[src/rtl/rob_retire_queue_pkg.sv]
// rob_retire_queue_pkg
//   Shared types for the in-order retirement queue and its neighbours:
//   register index width (REG_ADDR_LEN), default ROB depth, the renamer's
//   per-instruction physical-register record (phys_reg_t) and the stored
//   reorder-buffer entry layout (rob_entry_t).
package rob_retire_queue_pkg;

  localparam int unsigned REG_ADDR_LEN      = 5;
  localparam int unsigned REG_W             = REG_ADDR_LEN;
  localparam int unsigned ROB_DEPTH_DEFAULT = 8;

  typedef logic [REG_W-1:0] arch_reg_t;

  // Renamer output for one instruction: newly allocated destination and the
  // mapping it displaced (freed once the instruction retires).
  typedef struct packed {
    logic [REG_W-1:0] dest;
    logic [REG_W-1:0] dest_old;
  } phys_reg_t;

  typedef struct packed {
    logic             valid;
    logic             done;
    arch_reg_t        arch_dest;
    logic [REG_W-1:0] phys_dest;
    logic [REG_W-1:0] phys_dest_old;
  } rob_entry_t;

endpackage

[src/rtl/rob_retire_queue_if.sv]
// rob_retire_queue_if
//   Dispatch / completion / commit bundle of the retirement queue.
//   slave  : the queue (takes dispatch and completion, drives commit/status)
//   master : the surrounding pipeline (renamer, CDB, commit consumers)
//   Signals:
//     dispatch_valid, dispatch_arch_dest, dispatch_phys  -> queue
//     dispatch_ready, dispatch_rob_idx                   <- queue
//     complete_valid, complete_rob_idx                   -> queue
//     commit_flag, commit_phys_reg, commit_phys_dest,
//     commit_arch_dest, rob_count                        <- queue
interface rob_retire_queue_if
  import rob_retire_queue_pkg::*;
#(
  parameter int unsigned ROB_DEPTH = ROB_DEPTH_DEFAULT
);
  localparam int unsigned IDX_W = $clog2(ROB_DEPTH);

  logic             dispatch_valid;
  arch_reg_t        dispatch_arch_dest;
  phys_reg_t        dispatch_phys;
  logic             dispatch_ready;
  logic [IDX_W-1:0] dispatch_rob_idx;
  logic             complete_valid;
  logic [IDX_W-1:0] complete_rob_idx;
  logic             commit_flag;
  logic [REG_W-1:0] commit_phys_reg;
  logic [REG_W-1:0] commit_phys_dest;
  arch_reg_t        commit_arch_dest;
  logic [IDX_W:0]   rob_count;

  modport slave (
    input  dispatch_valid, dispatch_arch_dest, dispatch_phys,
    input  complete_valid, complete_rob_idx,
    output dispatch_ready, dispatch_rob_idx,
    output commit_flag, commit_phys_reg, commit_phys_dest, commit_arch_dest,
    output rob_count
  );

  modport master (
    output dispatch_valid, dispatch_arch_dest, dispatch_phys,
    output complete_valid, complete_rob_idx,
    input  dispatch_ready, dispatch_rob_idx,
    input  commit_flag, commit_phys_reg, commit_phys_dest, commit_arch_dest,
    input  rob_count
  );

endinterface

[src/rtl/rob_retire_queue_circ_ptr.sv]
// rob_circ_ptr
//   Wrapping W-bit pointer (modulo 2**W) with increment enable, synchronous
//   clear and asynchronous active-high reset. Used for ROB head and tail.
//   Ports: clk, reset (async), clr (sync clear, wins over en), en, ptr.
module rob_circ_ptr #(
  parameter int unsigned W = 3
) (
  input  logic         clk,
  input  logic         reset,
  input  logic         clr,
  input  logic         en,
  output logic [W-1:0] ptr
);

  always_ff @(posedge clk or posedge reset) begin
    if (reset) begin
      ptr <= '0;
    end else if (clr) begin
      ptr <= '0;
    end else if (en) begin
      ptr <= ptr + W'(1);
    end
  end

endmodule

[src/rtl/rob_retire_queue.sv]
// rob_retire_queue
//   In-order retirement queue (reorder-buffer core). Instructions are written
//   at tail on dispatch, marked done by ROB index on completion, and the oldest
//   entry retires once done, returning its displaced mapping (dest_old) to the
//   renamer's free list through commit_phys_reg.
//   Ports:
//     clk, reset        clock, asynchronous active-high reset
//     flush             (only with ROB_FLUSH_EN) drop all in-flight entries
//     rq (slave)        dispatch / completion / commit bundle
//   Optional feature macro: ROB_FLUSH_EN adds the flush input.
module rob_retire_queue
  import rob_retire_queue_pkg::*;
#(
  parameter int unsigned ROB_DEPTH = ROB_DEPTH_DEFAULT
) (
  input  logic              clk,
  input  logic              reset,
`ifdef ROB_FLUSH_EN
  input  logic              flush,
`endif
  rob_retire_queue_if.slave rq
);

  localparam int unsigned    IDX_W      = $clog2(ROB_DEPTH);
  localparam logic [IDX_W:0] FULL_COUNT = (IDX_W+1)'(ROB_DEPTH);

  rob_entry_t       entries [ROB_DEPTH];
  rob_entry_t       head_entry;
  logic [IDX_W-1:0] head;
  logic [IDX_W-1:0] tail;
  logic [IDX_W:0]   count;
  logic             flush_now;
  logic             ready;
  logic             do_dispatch;
  logic             do_retire;

`ifdef ROB_FLUSH_EN
  assign flush_now = flush;
`else
  assign flush_now = 1'b0;
`endif

  // Ready comes from the registered count only, so a full queue stays
  // not-ready through a retire cycle.
  assign ready       = (count != FULL_COUNT);
  assign head_entry  = entries[head];
  assign do_dispatch = rq.dispatch_valid && ready;
  assign do_retire   = head_entry.valid && head_entry.done;

  assign rq.dispatch_ready   = ready;
  assign rq.dispatch_rob_idx = tail;
  assign rq.rob_count        = count;

  rob_circ_ptr #(.W(IDX_W)) u_head_ptr (
    .clk   (clk),
    .reset (reset),
    .clr   (flush_now),
    .en    (do_retire),
    .ptr   (head)
  );

  rob_circ_ptr #(.W(IDX_W)) u_tail_ptr (
    .clk   (clk),
    .reset (reset),
    .clr   (flush_now),
    .en    (do_dispatch),
    .ptr   (tail)
  );

  // Completion is applied before the retire clear so a completion hitting the
  // retiring head cannot resurrect it; the slot at tail is never valid while
  // a dispatch is accepted, so completions aimed at it are ignored.
  always_ff @(posedge clk or posedge reset) begin
    if (reset) begin
      for (int unsigned i = 0; i < ROB_DEPTH; i++) begin
        entries[i] <= '0;
      end
    end else if (flush_now) begin
      for (int unsigned i = 0; i < ROB_DEPTH; i++) begin
        entries[i].valid <= 1'b0;
        entries[i].done  <= 1'b0;
      end
    end else begin
      if (rq.complete_valid && entries[rq.complete_rob_idx].valid) begin
        entries[rq.complete_rob_idx].done <= 1'b1;
      end
      if (do_retire) begin
        entries[head].valid <= 1'b0;
        entries[head].done  <= 1'b0;
      end
      if (do_dispatch) begin
        entries[tail].valid         <= 1'b1;
        entries[tail].done          <= 1'b0;
        entries[tail].arch_dest     <= rq.dispatch_arch_dest;
        entries[tail].phys_dest     <= rq.dispatch_phys.dest;
        entries[tail].phys_dest_old <= rq.dispatch_phys.dest_old;
      end
    end
  end

  always_ff @(posedge clk or posedge reset) begin
    if (reset) begin
      count <= '0;
    end else if (flush_now) begin
      count <= '0;
    end else begin
      case ({do_dispatch, do_retire})
        2'b10:   count <= count + (IDX_W+1)'(1);
        2'b01:   count <= count - (IDX_W+1)'(1);
        default: count <= count;
      endcase
    end
  end

  // commit_* hold the last retired entry between retirements.
  always_ff @(posedge clk or posedge reset) begin
    if (reset) begin
      rq.commit_flag      <= 1'b0;
      rq.commit_phys_reg  <= '0;
      rq.commit_phys_dest <= '0;
      rq.commit_arch_dest <= '0;
    end else if (flush_now) begin
      rq.commit_flag <= 1'b0;
    end else if (do_retire) begin
      rq.commit_flag      <= 1'b1;
      rq.commit_phys_reg  <= head_entry.phys_dest_old;
      rq.commit_phys_dest <= head_entry.phys_dest;
      rq.commit_arch_dest <= head_entry.arch_dest;
    end else begin
      rq.commit_flag <= 1'b0;
    end
  end

endmodule

[src/flat_wrapper.sv]
// flat-port wrapper written by rule: the top's interface ports become plain ports
module rob_retire_queue_flat import rob_retire_queue_pkg::*;
#(
  parameter int unsigned ROB_DEPTH = ROB_DEPTH_DEFAULT
)
  (clk, reset, rq_dispatch_valid, rq_dispatch_arch_dest, rq_dispatch_phys, rq_complete_valid, rq_complete_rob_idx, rq_dispatch_ready, rq_dispatch_rob_idx, rq_commit_flag, rq_commit_phys_reg, rq_commit_phys_dest, rq_commit_arch_dest, rq_rob_count);
  rob_retire_queue_if #(.ROB_DEPTH(ROB_DEPTH)) rq_i ();
  input  logic clk;
  input  logic reset;
  input wire logic [$bits(rq_i.dispatch_valid)-1:0] rq_dispatch_valid;
  input wire logic [$bits(rq_i.dispatch_arch_dest)-1:0] rq_dispatch_arch_dest;
  input wire logic [$bits(rq_i.dispatch_phys)-1:0] rq_dispatch_phys;
  input wire logic [$bits(rq_i.complete_valid)-1:0] rq_complete_valid;
  input wire logic [$bits(rq_i.complete_rob_idx)-1:0] rq_complete_rob_idx;
  output wire logic [$bits(rq_i.dispatch_ready)-1:0] rq_dispatch_ready;
  output wire logic [$bits(rq_i.dispatch_rob_idx)-1:0] rq_dispatch_rob_idx;
  output wire logic [$bits(rq_i.commit_flag)-1:0] rq_commit_flag;
  output wire logic [$bits(rq_i.commit_phys_reg)-1:0] rq_commit_phys_reg;
  output wire logic [$bits(rq_i.commit_phys_dest)-1:0] rq_commit_phys_dest;
  output wire logic [$bits(rq_i.commit_arch_dest)-1:0] rq_commit_arch_dest;
  output wire logic [$bits(rq_i.rob_count)-1:0] rq_rob_count;
  assign rq_i.dispatch_valid = rq_dispatch_valid;
  assign rq_i.dispatch_arch_dest = rq_dispatch_arch_dest;
  assign rq_i.dispatch_phys = rq_dispatch_phys;
  assign rq_i.complete_valid = rq_complete_valid;
  assign rq_i.complete_rob_idx = rq_complete_rob_idx;
  assign rq_dispatch_ready = rq_i.dispatch_ready;
  assign rq_dispatch_rob_idx = rq_i.dispatch_rob_idx;
  assign rq_commit_flag = rq_i.commit_flag;
  assign rq_commit_phys_reg = rq_i.commit_phys_reg;
  assign rq_commit_phys_dest = rq_i.commit_phys_dest;
  assign rq_commit_arch_dest = rq_i.commit_arch_dest;
  assign rq_rob_count = rq_i.rob_count;
  rob_retire_queue #(.ROB_DEPTH(ROB_DEPTH)) u_core (.clk(clk), .reset(reset), .rq(rq_i));
endmodule
[config.mk]
export PLATFORM = sky130hd
export DESIGN_NAME = rob_retire_queue_flat
export DESIGN_NICKNAME = d
export VERILOG_FILES = /design/src/rtl/rob_retire_queue_pkg.sv /design/src/rtl/rob_retire_queue_if.sv /design/src/rtl/rob_retire_queue_circ_ptr.sv /design/src/rtl/rob_retire_queue.sv /design/src/flat_wrapper.sv
export SDC_FILE = /design/constraint.sdc
export NUM_CORES = 1
export LEC_CHECK = 0
export ABC_CLOCK_PERIOD_IN_PS = 7600
export BUFFER_PORTS_ARGS = -buffer_cell sky130_fd_sc_hd__buf_2
export CORE_MARGIN = 2
export CORE_UTILIZATION = 28
export CTS_CLUSTER_SIZE = 28
export DETAILED_ROUTE_END_ITERATION = 6
export MAX_ROUTING_LAYER = met4
export PLACE_DENSITY_LB_ADDON = 0.12
export SYNTH_ARGS = -nofsm -noshare
export SYNTH_HDL_FRONTEND = slang
export SYNTH_SLANG_ARGS = --single-unit
[constraint.sdc]
create_clock -name clk -period 7.6 [get_ports clk]
set_clock_uncertainty 0.05 [all_clocks]
set_input_delay 1.52 -clock clk [delete_from_list [all_inputs] [get_ports clk]]
set_output_delay 1.52 -clock clk [all_outputs]
set_load 0.01 [all_outputs]
### Word level (Yosys, flattened, before mapping)

Index checks and enable logic that the tools add are counted.
Widths: inputs -> output; s select.

* $add $sub $neg: 4
* $lt $le $gt $ge: 6
* equal/unequal tests: 3
* multiplexer cells: 35
* bitwise gates (word level): 3
* reduce and logical (&&, ||, !) cells: 7

Operator list (number)
* $bwmux 136: 8
* $demux 17 s3: 8
* $mux 136: 3
* $bmux 17 s3: 2
* $mux 17: 6
* $mux 16: 3
* $mux 15: 1
* $ge 4x4->1 const B: 3
* $lt 4x1->1 const B: 3
* $not 3->4: 3
* $mux 10: 1
* $pmux 4 s2: 1
* $add 3x1->3 const B: 2
* $logic_and 1x1->1: 6
* $mux 5: 1
* $add 4x1->4 const B: 1
* $ne 4x4->1 const B: 1
* $sub 4x1->4 const B: 1
* $eq 2x1->1 const B: 1
* $eq 2x2->1 const B: 1
* $reduce_bool 2->1: 1
* $mux 1: 1

* register bits: 162
* bits of input ports: 22
* output and inout port bits: 24
* logic and storage cells: 105

### Longest topological paths before layout

Gate-level depths: netlist of run 1.

* depth after elaboration: 16
* gate-level depth with buffers: 13
* gate-level depth less buffers: 10

### Modules after synthesis

Synthesis of run 1 repeated with hierarchy kept, for this count alone.

* cell total of the unflattened synthesis: 554
* area, all modules: 7582.3 µm²

Modules (own cells, without submodules)
* rob_retire_queue: instances 1, cells an instance 530, area an instance 7302.0 µm², sequential area each 3903.7 µm²
* rob_circ_ptr: instances 2, cells an instance 12, area an instance 140.1 µm², sequential area each 75.1 µm²

### Least setup slack after synthesis of run 1

No wires, ideal clock.

* path kind: in2reg
* start point: input rq_dispatch_valid
* end point: register u_core.entries[51] (netlist name)
* library setup time: 0.125 ns
* data arrival time: 2.952 ns
* required time: 7.425 ns
* path slack: 4.473 ns
* stages on the path: 5
* buffers on the path: 2
* cell sequence: buf_4 inv_1 nor4b_4 buf_2 mux2_2

* cells in the longest elaborated chain, start to end: 2

RTL lines
* start, declared: RTL line flat_wrapper.sv:10 `input wire logic [$bits(rq_i.dispatch_valid)-1:0] rq_dispatch_valid;`
* $logic_and 1x1->1: RTL line rob_retire_queue.sv:47 `assign do_dispatch = rq.dispatch_valid && ready;`
* $mux 136: RTL line rob_retire_queue.sv:91 `if (do_dispatch) begin`
* end, declared: RTL line rob_retire_queue.sv:27 `rob_entry_t entries [ROB_DEPTH];`

Every way passes these cells.
A chain may end at the register's enable or synchronous reset.

### Worst setup path in the final report of run 1

* start point: register u_core.u_head_ptr.ptr[0]
* end point: register u_core.count[2] (netlist: u_core.rq.rob_count[2])

* cells in the longest elaborated chain, start to end: 7
* elaborated cells on any way between the ends: 9
* classes of those cells: eq/ne (2); mux (4); bitwise (1); reduce/logical (2)

RTL lines
* start, declared: RTL line rob_retire_queue_circ_ptr.sv:12 `output logic [W-1:0] ptr`
* start signal, assigned: RTL line rob_retire_queue_circ_ptr.sv:21 `ptr <= ptr + W'(1);`
* $not 3->4 (implied by the code) *: RTL line rob_retire_queue.sv:46 `assign head_entry = entries[head];`
* $bmux 17 s3 *: RTL line rob_retire_queue.sv:46
* $mux 17 (implied by the code) * (2 in series): RTL line rob_retire_queue.sv:46
* $logic_and 1x1->1 *: RTL line rob_retire_queue.sv:48 `assign do_retire = head_entry.valid && head_entry.done;`
* $eq 2x1->1 or $eq 2x2->1 (tied branches): RTL line rob_retire_queue.sv:107 `case ({do_dispatch, do_retire})`
* $pmux 4 s2 or $reduce_bool 2->1 (tied branches)
* end signal, assigned: RTL line rob_retire_queue.sv:108 `2'b10: count <= count + (IDX_W+1)'(1);`
* end signal, assigned: RTL line rob_retire_queue.sv:109 `2'b01: count <= count - (IDX_W+1)'(1);`
* end signal, assigned: RTL line rob_retire_queue.sv:110 `default: count <= count;`
* end, declared: RTL line rob_retire_queue.sv:31 `logic [IDX_W:0] count;`

Every way passes the cells marked *; elsewhere a longest branch is shown, timed or not. The select of a mux whose other input is x is not followed.

==> reports/qor.csv, run 1 <==
metric;value;unit
Synth area leader;dfrtp_1;
die height;170;microns
CTS Buf Count;17;
Tcrit/Tclk final;51.7;%
GR peak layer;met2;
Syn Std Cell Area;7690;sq um
ranking of synthesized cells by area;dfrtp_1 (53%), mux2_2 (22%), mux4_2 (8.8%);
critical hold path startpoint;u_core.entries[52]$_DFFE_PP0P_;
Post-Place Setup Slack;3.57;ns
Area Growth Syn to Fin;14.7;%
dpl hpwl;10400;microns
Critical Path Sink Type;register;
crit-path max FO;29;
RSZ-0062 raised after global routing;no;
CP Launch Type;register;
max FFs per register;136;
detailed-route vias per instance;4.82;
share of cells above drive strength 1;50.6;%
hold_ws;0.435;ns
R2R setup slack;3.67;ns
Cell Pwr Density;471;nW/um^2
final worst slack;3.67;ns
Setup TNS;0;ns
vias after detailed routing;4340;
Setup Buffers After CTS;0;
Worst Hold Class;reg -> reg;
CTS root buf;clkbuf_16;
Post-synth top cells;dfrtp_1 (162), mux2_2 (147), mux4_2 (30);
CTS tree;done;
max_slew headroom;25.9;%
Clock Latency Late Sink;0.42;ns
cell depth of the worst flop-to-flop path;11;
reg-to-reg endpoint;u_core.rq.rob_count[2]$_DFFE_PP0P_;
clk buf depth;2;
Netlist cell types;44;
most used cell, CP;xor2_1;
ordered list of cells on the worst path;buf_4 > mux2i_1 > mux4_2 > nor2_8 > ha_1 > xor2_1 > ha_1 > a21oi_1 > xor2_1 > nor2_1 > xor2_1;
clock sink count;162;
post-layout power;4.16;mW
global-route wire length before repair;27800;microns
Worst-Margin Slew;1.11;ns
GRT Total Usage;13.3;%
number of gates resized after CTS;0;
Ys Warns;0;
Fin. Hold Viols;0;
worst ir drop on vdd;163;uV
Die Wd;170;microns
final setup fails;0;
placed insts;866;
WP data required;7.85;ns
fillers;2630;
Worst Path Arrival;4.18;ns
Non-Filler Instances;900;
Primary FF master, synth;dfrtp_1;
post-synthesis sequential area ratio;52.7;%
Routed wire per std cell;19.5;microns
drt first pass iters;6;
Max Cap Viol;0;
grt met1 use;16.7;%
core footprint;27000;sq um
Top delay family on crit path;flip-flops;
WS Path Type;reg -> reg;
FFs w/ async S/R, synth;100;%
DRT Wirelength;17500;microns
H-tree depth;4;
status;finished clean;
# rows;60;
Static Leak;3.71;nW
gr ovfl total;0;
Critical R2R Launch;u_core.u_head_ptr.ptr[0]$_DFFE_PP0N_;
number of synthesized register bits;162;
final critical-path required period;3.93;ns
clock slew at reported path FFs;0.07;ns
IO buf count;45;
Post-CTS Hold Fix Bufs;0;
slowest stage cell, crit path;dfrtp_2;
die area;28800;sq um
Synth top area share;52.7;%
Post-layout nets;571;
fmax;255;MHz
count leader, synth;dfrtp_1;
DRC Markers;0;
Post-synth EDFFs;0;
syn_area_per_cell;15.4;sq um
vias in the first global route;4708;
initial antenna violation count;1;
pin count of the biggest net entering global routing;87;
antenna-violating nets left;0;
GPL Wtd Cong;0.716;
Initial Util;28.5;%
Critical path buffers and inverters;1;
fin. max-slew vios;0;
Ports;46;
Largest Register;u_core.entries;
Mapped Cells;498;
Hold Path Sink;u_core.entries[52]$_DFFE_PP0P_;
total nets after synthesis;525;
hold depth;1;
crit-path max cell delay;0.82;ns
met3 Use GR;2.85;%
Iteration-0 DRC Markers;209;
met2 global-route usage;21.8;%
[where the power goes]
part           total, mW  switching (mW)  internal [mW]
clock network      0.874           0.362          0.512
logic               1.65           0.658          0.988
registers           1.64           0.337           1.30
[cell usage in the layout (no fill, tap or decap), types with 3 or more instances in the layout]
| cell | n |
|---|---|
| clkbuf_16 | 17 |
| mux4_2 | 30 |
| nand2_1 | 25 |
| nor3_1 | 4 |
| nor2_1 | 8 |
| mux4_1 | 3 |
| dfrtp_1 | 161 |
| clkinvlp_4 | 5 |
| o21ai_0 | 6 |
| mux2i_1 | 8 |
| buf_4 | 7 |
| mux2_4 | 8 |
| clkbuf_8 | 3 |
| nor2b_1 | 4 |
| xnor2_1 | 3 |
| nor4b_4 | 4 |
| a21o_1 | 3 |
| ha_1 | 5 |
| mux2_2 | 147 |
| nand3_1 | 9 |
| nand4_4 | 4 |
| buf_2 | 45 |
| inv_1 | 4 |
| xor2_1 | 6 |
[routing by layer]
layer | wire length (microns) | part of all wire, % | vias up
met5 | 0 | 0 | -
met4 | 199 | 1.1 | 0
met3 | 460 | 2.6 | 13
met2 | 8720 | 50 | 49
met1 | 8170 | 47 | 2329
li1 | - | - | 1949
[worst max-delay path by stage]
stage                                                     from  depth (start not counted)                            endpoint  slack [ns]
final                     u_core.u_head_ptr.ptr[0]$_DFFE_PP0N_                         11  u_core.rq.rob_count[2]$_DFFE_PP0P_        3.67
after global routing      u_core.u_head_ptr.ptr[0]$_DFFE_PP0N_                         11  u_core.rq.rob_count[2]$_DFFE_PP0P_        3.33
after CTS                 u_core.u_head_ptr.ptr[0]$_DFFE_PP0N_                         11  u_core.rq.rob_count[2]$_DFFE_PP0P_        3.59
after detailed placement  u_core.u_head_ptr.ptr[0]$_DFFE_PP0N_                         11  u_core.rq.rob_count[2]$_DFFE_PP0P_        3.57
after global placement    u_core.u_head_ptr.ptr[0]$_DFFE_PP0N_                         11  u_core.rq.rob_count[2]$_DFFE_PP0P_        3.63
after floorplan                                          reset                          1       u_core.entries[0]$_DFFE_PP0P_        1.65
[stage by stage]
stage / instance area, sq um / utilization, %
after floorplan: 7690 / -
after global placement: 8220 / 30.5
after detailed placement: 8220 / 30.5
after CTS: 8820 / 32.7
after global routing: 8820 / 32.7
final: 8830 / 32.7
[kinds of logic (layout without fill, tap and decap cells)]
logic type,after synthesis,count (layout),synth area share (%)
buf+inv,31,90,2.68
compound gates,19,19,1.56
simple gates,74,74,6.99
fa+ha+maj,5,5,0.813
other cells,0,2,0
mux,198,198,34.2
xor+xnor,9,9,1.02
flops,162,162,52.7
[area by class of cell]
cell class,count,area (sq um),area share [%]
flip-flops and latches,162,4060,45.9
multi-input cells,305,3430,38.9
clock buffers,21,470,5.33
well taps,341,427,4.83
repair buffers,52,278,3.15
clock inverters,11,129,1.46
inverters,6,30.0,0.340
diodes,2,5.00,0.0567
(Power assumes the default switching activity.)
==> run 2: changes to the inputs <==
--- a/config.mk
+++ b/config.mk
@@ -5,7 +5,8 @@
 export SDC_FILE = /design/constraint.sdc
 export NUM_CORES = 1
 export LEC_CHECK = 0
-export ABC_CLOCK_PERIOD_IN_PS = 7600
+export ABC_AREA = 1
+export ABC_CLOCK_PERIOD_IN_PS = 3700
 export BUFFER_PORTS_ARGS = -buffer_cell sky130_fd_sc_hd__buf_2
 export CORE_MARGIN = 2
 export CORE_UTILIZATION = 28
==> constraint.sdc (replaced) <==
create_clock -name clk -period 3.7 [get_ports clk]
set_clock_uncertainty 0.05 [all_clocks]
set_input_delay 0.74 -clock clk [delete_from_list [all_inputs] [get_ports clk]]
set_output_delay 0.74 -clock clk [all_outputs]
set_load 0.01 [all_outputs]
==> run 2 against run 1 <==
Effect of this change:
- utilization decreased by 0.53 points
- critical path depth increased by 2
- wire length increased by 20%
- combinational power increased by 95%
- first-iteration DRC count increased by 62%
- maximum frequency increased by 47%
- final area decreased by 2.2%
- final cell count increased by 43%
- register-to-register slack got worse by 2.7 ns
- global-route usage increased by 2.7 points
- critical endpoint unchanged
==> reports/qor.csv, run 2 <==
metric;value;unit
Syn Std Cell Area;7590;sq um
Setup TNS;0;ns
fmax;373;MHz
Setup Buffers After CTS;0;
most common cell after layout, fill and taps aside;nand2_1;
Iteration-0 DRC Markers;338;
post-layout power;8.11;mW
met3 routed WL;589;microns
ant diodes;0;
Area Growth Syn to Fin;13.8;%
hold_ws;0.427;ns
Die Wd;169;microns
Post-layout nets;964;
Post-Place Setup Slack;0.987;ns
Non-Filler Instances;1290;
CP Launch Type;register;
count leader, synth;nand2_1;
CTS Buf Count;17;
vias in the first global route;6115;
crit-path max FO;16;
most frequent cells in the layout;nand2_1 (239), o21ai_0 (172), dfrtp_1 (161);
post-synthesis sequential area ratio;53.4;%
cell depth of the worst flop-to-flop path;13;
# rows;60;
Synth top area share;53.4;%
vias after detailed routing;6053;
GRT Total Usage;16.0;%
Critical Path Sink Type;register;
H-tree depth;4;
IO buf count;45;
Primary FF master, synth;dfrtp_1;
Worst Hold Class;reg -> reg;
hold depth;2;
Fin. Hold Viols;0;
fillers;2896;
drt first pass iters;5;
placed instance area;8040;sq um
pin count of the biggest net entering global routing;163;
CTS root buf;clkbuf_16;
Worst-Margin Slew;0.989;ns
die area;28400;sq um
Synth area leader;dfrtp_1;
Clock Latency Late Sink;0.42;ns
RSZ-0062 raised after global routing;no;
DRC Markers;0;
clock slew at reported path FFs;0.07;ns
gr ovfl total;0;
global-route wire length before repair;34300;microns
GPL Wtd Cong;0.785;
Ys Warns;0;
Routed wire per std cell;16.3;microns
FFs w/ async S/R, synth;100;%
status;finished clean;
Ports;46;
R2R setup slack;1.02;ns
Cell Pwr Density;939;nW/um^2
number of synthesized register bits;162;
Mapped Cells;917;
core footprint;26800;sq um
Post-CTS Hold Fix Bufs;0;
DRT Wirelength;21000;microns
Tcrit/Tclk final;72.4;%
final critical-path required period;2.68;ns
clk buf depth;2;
final setup fails;0;
fin area;8640;sq um
placed insts;1259;
CTS tree;done;
initial antenna violation count;0;
max_slew headroom;34.1;%
Netlist cell types;27;
routed length on met1;10700;microns
Post-synth top cells;nand2_1 (239), o21ai_0 (172), dfrtp_1 (162);
detailed-route vias per instance;4.69;
syn_area_per_cell;8.28;sq um
Static Leak;4.20;nW
Post-synth EDFFs;0;
worst ir drop on vdd;343;uV
antenna-violating nets left;0;
fin. max-slew vios;0;
die height;169;microns
WS Path Type;reg -> reg;
DR WL met2;9590;microns
ranking of synthesized cells by area;dfrtp_1 (53%), nand2_1 (12%), o21ai_0 (11%);
number of gates resized after CTS;0;
clock sink count;162;
dpl hpwl;11900;microns
total nets after synthesis;944;
Worst Path Arrival;2.93;ns
Initial Util;28.3;%
post-layout util;32.2;%
share of cells above drive strength 1;12.2;%
max FFs per register;136;
WP data required;3.95;ns
highest routed layer;met4;
Largest Register;u_core.entries;
final worst slack;1.02;ns
Max Cap Viol;0;
## run 2: power by group
| group | switching (mW) | internal [mW] |
|---|---|---|
| Combinational | 2.14 | 1.08 |
| Clock | 0.798 | 1.02 |
| Sequential | 0.498 | 2.58 |
| Total | 3.44 | 4.68 |
## run 2: path summary, 6_finish.rpt
check | start | end
min in group asynchronous | reset | u_core.entries[66]$_DFF_PP0_
hold / removal | u_core.rq.commit_phys_reg[3]$_DFFE_PP0N_ | u_core.rq.commit_phys_reg[3]$_DFFE_PP0N_
max in group asynchronous | reset | u_core.u_head_ptr.ptr[0]$_DFFE_PP0N_
hold reg to reg | u_core.rq.commit_phys_reg[3]$_DFFE_PP0N_ | u_core.rq.commit_phys_reg[3]$_DFFE_PP0N_
setup / recovery | u_core.u_head_ptr.ptr[1]$_DFFE_PP0N_ | u_core.rq.rob_count[2]$_DFFE_PP0P_
setup reg to reg | u_core.u_head_ptr.ptr[1]$_DFFE_PP0N_ | u_core.rq.rob_count[2]$_DFFE_PP0P_
## run 2: metal layers
metal	track usage, %	vias to the layer above
met2	25.0	102
met4	2.92	0
met1	22.0	2924
li1	-	3018
met5	-	-
met3	2.85	9
## run 2: worst max-delay path, stage by stage (launching register included)
cell and delay [ns]:
dfrtp_1 0.44, nor2_2 0.46, nand3_1 0.14, nand2_1 0.12, nor2_2 0.07, nor2_8 0.28
ha_1 0.27, nand2_1 0.09, inv_1 0.06, nor2_1 0.05, ha_1 0.17, a21oi_1 0.16
xnor2_1 0.13, o21ai_0 0.08
## run 2: final cells by class
type | instances | area, sq um | share of cell area (%)
clock inverter | 14 | 166 | 1.93
clock buffer | 17 | 425 | 4.93
multi-input combinational | 642 | 3030 | 35.1
sequential | 162 | 4060 | 47.0
tap | 341 | 427 | 4.94
timing repair buffer | 53 | 298 | 3.45
inverter | 61 | 233 | 2.69
## run 2: logic make-up after synthesis
| group | synth area share (%) |
|---|---|
| buffers and inverters | 6.66 |
| AND/OR/NAND/NOR | 23.0 |
| flip-flops | 53.4 |
| XOR/XNOR | 0.692 |
| AO/OA/AOI/OAI | 15.4 |
| adder cells (fa/ha/maj) | 0.824 |
==> run 3: changes to the inputs <==
--- a/config.mk
+++ b/config.mk
@@ -6,7 +6,7 @@
 export NUM_CORES = 1
 export LEC_CHECK = 0
 export ABC_AREA = 1
-export ABC_CLOCK_PERIOD_IN_PS = 3700
+export ABC_CLOCK_PERIOD_IN_PS = 2390
 export BUFFER_PORTS_ARGS = -buffer_cell sky130_fd_sc_hd__buf_2
 export CORE_MARGIN = 2
 export CORE_UTILIZATION = 28
==> constraint.sdc (replaced) <==
create_clock -name clk -period 2.39 [get_ports clk]
set_clock_uncertainty 0.05 [all_clocks]
set_input_delay 0.478 -clock clk [delete_from_list [all_inputs] [get_ports clk]]
set_output_delay 0.478 -clock clk [all_outputs]
set_load 0.01 [all_outputs]
==> run 3 against run 2 <==
Effect of this change:
- utilization up 0.77 points
- first-iteration DRC count up 14%
- critical endpoint unchanged
- non-clock buffer count up 17
- setup slack worse by 0.77 ns
- largest cell class unchanged
- sequential power up 53%
- combinational power up 68%
- largest power group unchanged
- register-to-register slack worse by 0.77 ns
- wire length up 4.4%
==> reports/qor.csv, run 3 (synthesis results as in run 2) <==
metric;value;unit
ant diodes;0;
CTS root buf;clkbuf_16;
Cell Pwr Density;1460;nW/um^2
R2R setup slack;0.25;ns
Worst-Margin Slew;0.727;ns
clock slew at reported path FFs;0.07;ns
clock sink count;162;
post-layout util;33.0;%
status;finished clean;
Max Cap Viol;0;
GPL Wtd Cong;0.797;
fillers;2834;
drt first pass iters;5;
vias after detailed routing;6061;
core footprint;26800;sq um
Post-CTS Hold Fix Bufs;0;
reg-to-reg endpoint;u_core.rq.rob_count[2]$_DFFE_PP0P_;
Ports;46;
vias in the first global route;6004;
fmax;467;MHz
global-route wire length before repair;34900;microns
WP data required;2.65;ns
share of cells above drive strength 1;14.0;%
crit-path max cell delay;0.45;ns
RSZ-0062 raised after global routing;no;
Area Growth Syn to Fin;16.5;%
pin count of the biggest net entering global routing;66;
most frequent cells in the layout;nand2_1 (239), o21ai_0 (171), dfrtp_1 (159);
Clock Latency Late Sink;0.43;ns
Worst Hold Class;in -> async;
Setup TNS;0;ns
Die Wd;169;microns
cell depth of the worst flop-to-flop path;14;
routed length on met1;11300;microns
slowest stage cell, crit path;dfrtp_2;
worst ir drop on vdd;517;uV
ordered list of cells on the worst path;inv_2 > nor2_2 > nand3_1 > nand2_1 > nor2_4 > nor2_8 > ha_1 > nand2_1 > inv_1 > nor2_1 > ha_1 > a21oi_1 > xnor2_1 > o21ai_0;
DRC Markers;0;
highest routed layer;met4;
initial antenna violation count;0;
Top delay family on crit path;simple AND/OR/NAND/NOR gates;
crit-path max FO;5;
Critical R2R Launch;u_core.u_head_ptr.ptr[1]$_DFFE_PP0N_;
antenna-violating nets left;0;
Iteration-0 DRC Markers;385;
met3 routed WL;534;microns
Routed wire per std cell;16.8;microns
Fin. Hold Viols;0;
CTS tree;done;
fin. max-slew vios;0;
dpl hpwl;12800;microns
CTS Buf Count;17;
CP Launch Type;register;
max_slew headroom;51.5;%
IO buf count;45;
GRT Total Usage;16.6;%
final critical-path required period;2.14;ns
DRT Wirelength;21900;microns
# rows;60;
clk buf depth;2;
Post-layout nets;981;
Tcrit/Tclk final;89.6;%
die height;169;microns
Static Leak;4.30;nW
WS Path Type;reg -> reg;
gr ovfl total;0;
H-tree depth;4;
max FFs per register;136;
Worst Path Arrival;2.40;ns
final setup fails;0;
Initial Util;28.3;%
Critical Path Sink Type;register;
DR WL met2;9880;microns
Critical path buffers and inverters;2;
most common cell after layout, fill and taps aside;nand2_1;
detailed-route vias per instance;4.63;
Largest Register;u_core.entries;
die area;28400;sq um
-- run 3: how the worst max path moves through the flow --
stage	startpoint	slack [ns]	endpoint	cells after the start
after floorplan	reset	-0.19	u_core.entries[0]$_DFFE_PP0P_	1
after global placement	u_core.u_head_ptr.ptr[0]$_DFFE_PP0N_	0.19	u_core.rq.rob_count[3]$_DFFE_PP0P_	14
after detailed placement	u_core.u_head_ptr.ptr[0]$_DFFE_PP0N_	0.16	u_core.rq.rob_count[3]$_DFFE_PP0P_	14
after CTS	u_core.u_head_ptr.ptr[0]$_DFFE_PP0N_	0.14	u_core.rq.rob_count[3]$_DFFE_PP0P_	14
after global routing	u_core.u_head_ptr.ptr[0]$_DFFE_PP0N_	0.01	u_core.rq.rob_count[3]$_DFFE_PP0P_	14
final	u_core.u_head_ptr.ptr[1]$_DFFE_PP0N_	0.25	u_core.rq.rob_count[2]$_DFFE_PP0P_	14
-- run 3: cell type report --
cell class / count / area, sq um / share of cell area, %
Sequential cell: 162 / 4060 / 45.9
Multi-Input combinational cell: 642 / 3050 / 34.5
Timing Repair Buffer: 70 / 485 / 5.49
Clock buffer: 18 / 429 / 4.85
Tap cell: 341 / 427 / 4.83
Inverter: 61 / 235 / 2.66
Clock inverter: 14 / 155 / 1.75
-- run 3: through the flow --
step                      hold WS, ns  instances  instance area [sq um]  power (mW)  worst slack (ns)
after floorplan                 0.392        917                   7590        8.44            -0.195
after global placement          0.406       1274                   8220        10.1             0.188
after detailed placement        0.414       1274                   8220        10.2             0.159
after CTS                      0.0335       1306                   8800        13.0             0.139
after global routing           0.0382       1308                   8840        14.1            0.0125
final                          0.0239       1308                   8840        12.9             0.248
-- run 3: repair_timing --
action	4_1_cts	5_1_grt
resized for setup	0	9
setup endpoints to repair	0	2
setup buffers	0	2
-- run 3: per-layer routing --
metal,global-route usage [%],up-vias
met5,-,-
met4,3.94,0
met3,2.88,17
met2,25.2,75
met1,23.2,2913
li1,-,3056
-- run 3: where the power goes --
part           internal [mW]  switching (mW)  leakage (nW)
Combinational           1.87            3.52          2.00
Sequential              4.00           0.703          2.02
Clock                   1.56            1.21         0.276
Total                   7.43            5.44          4.30
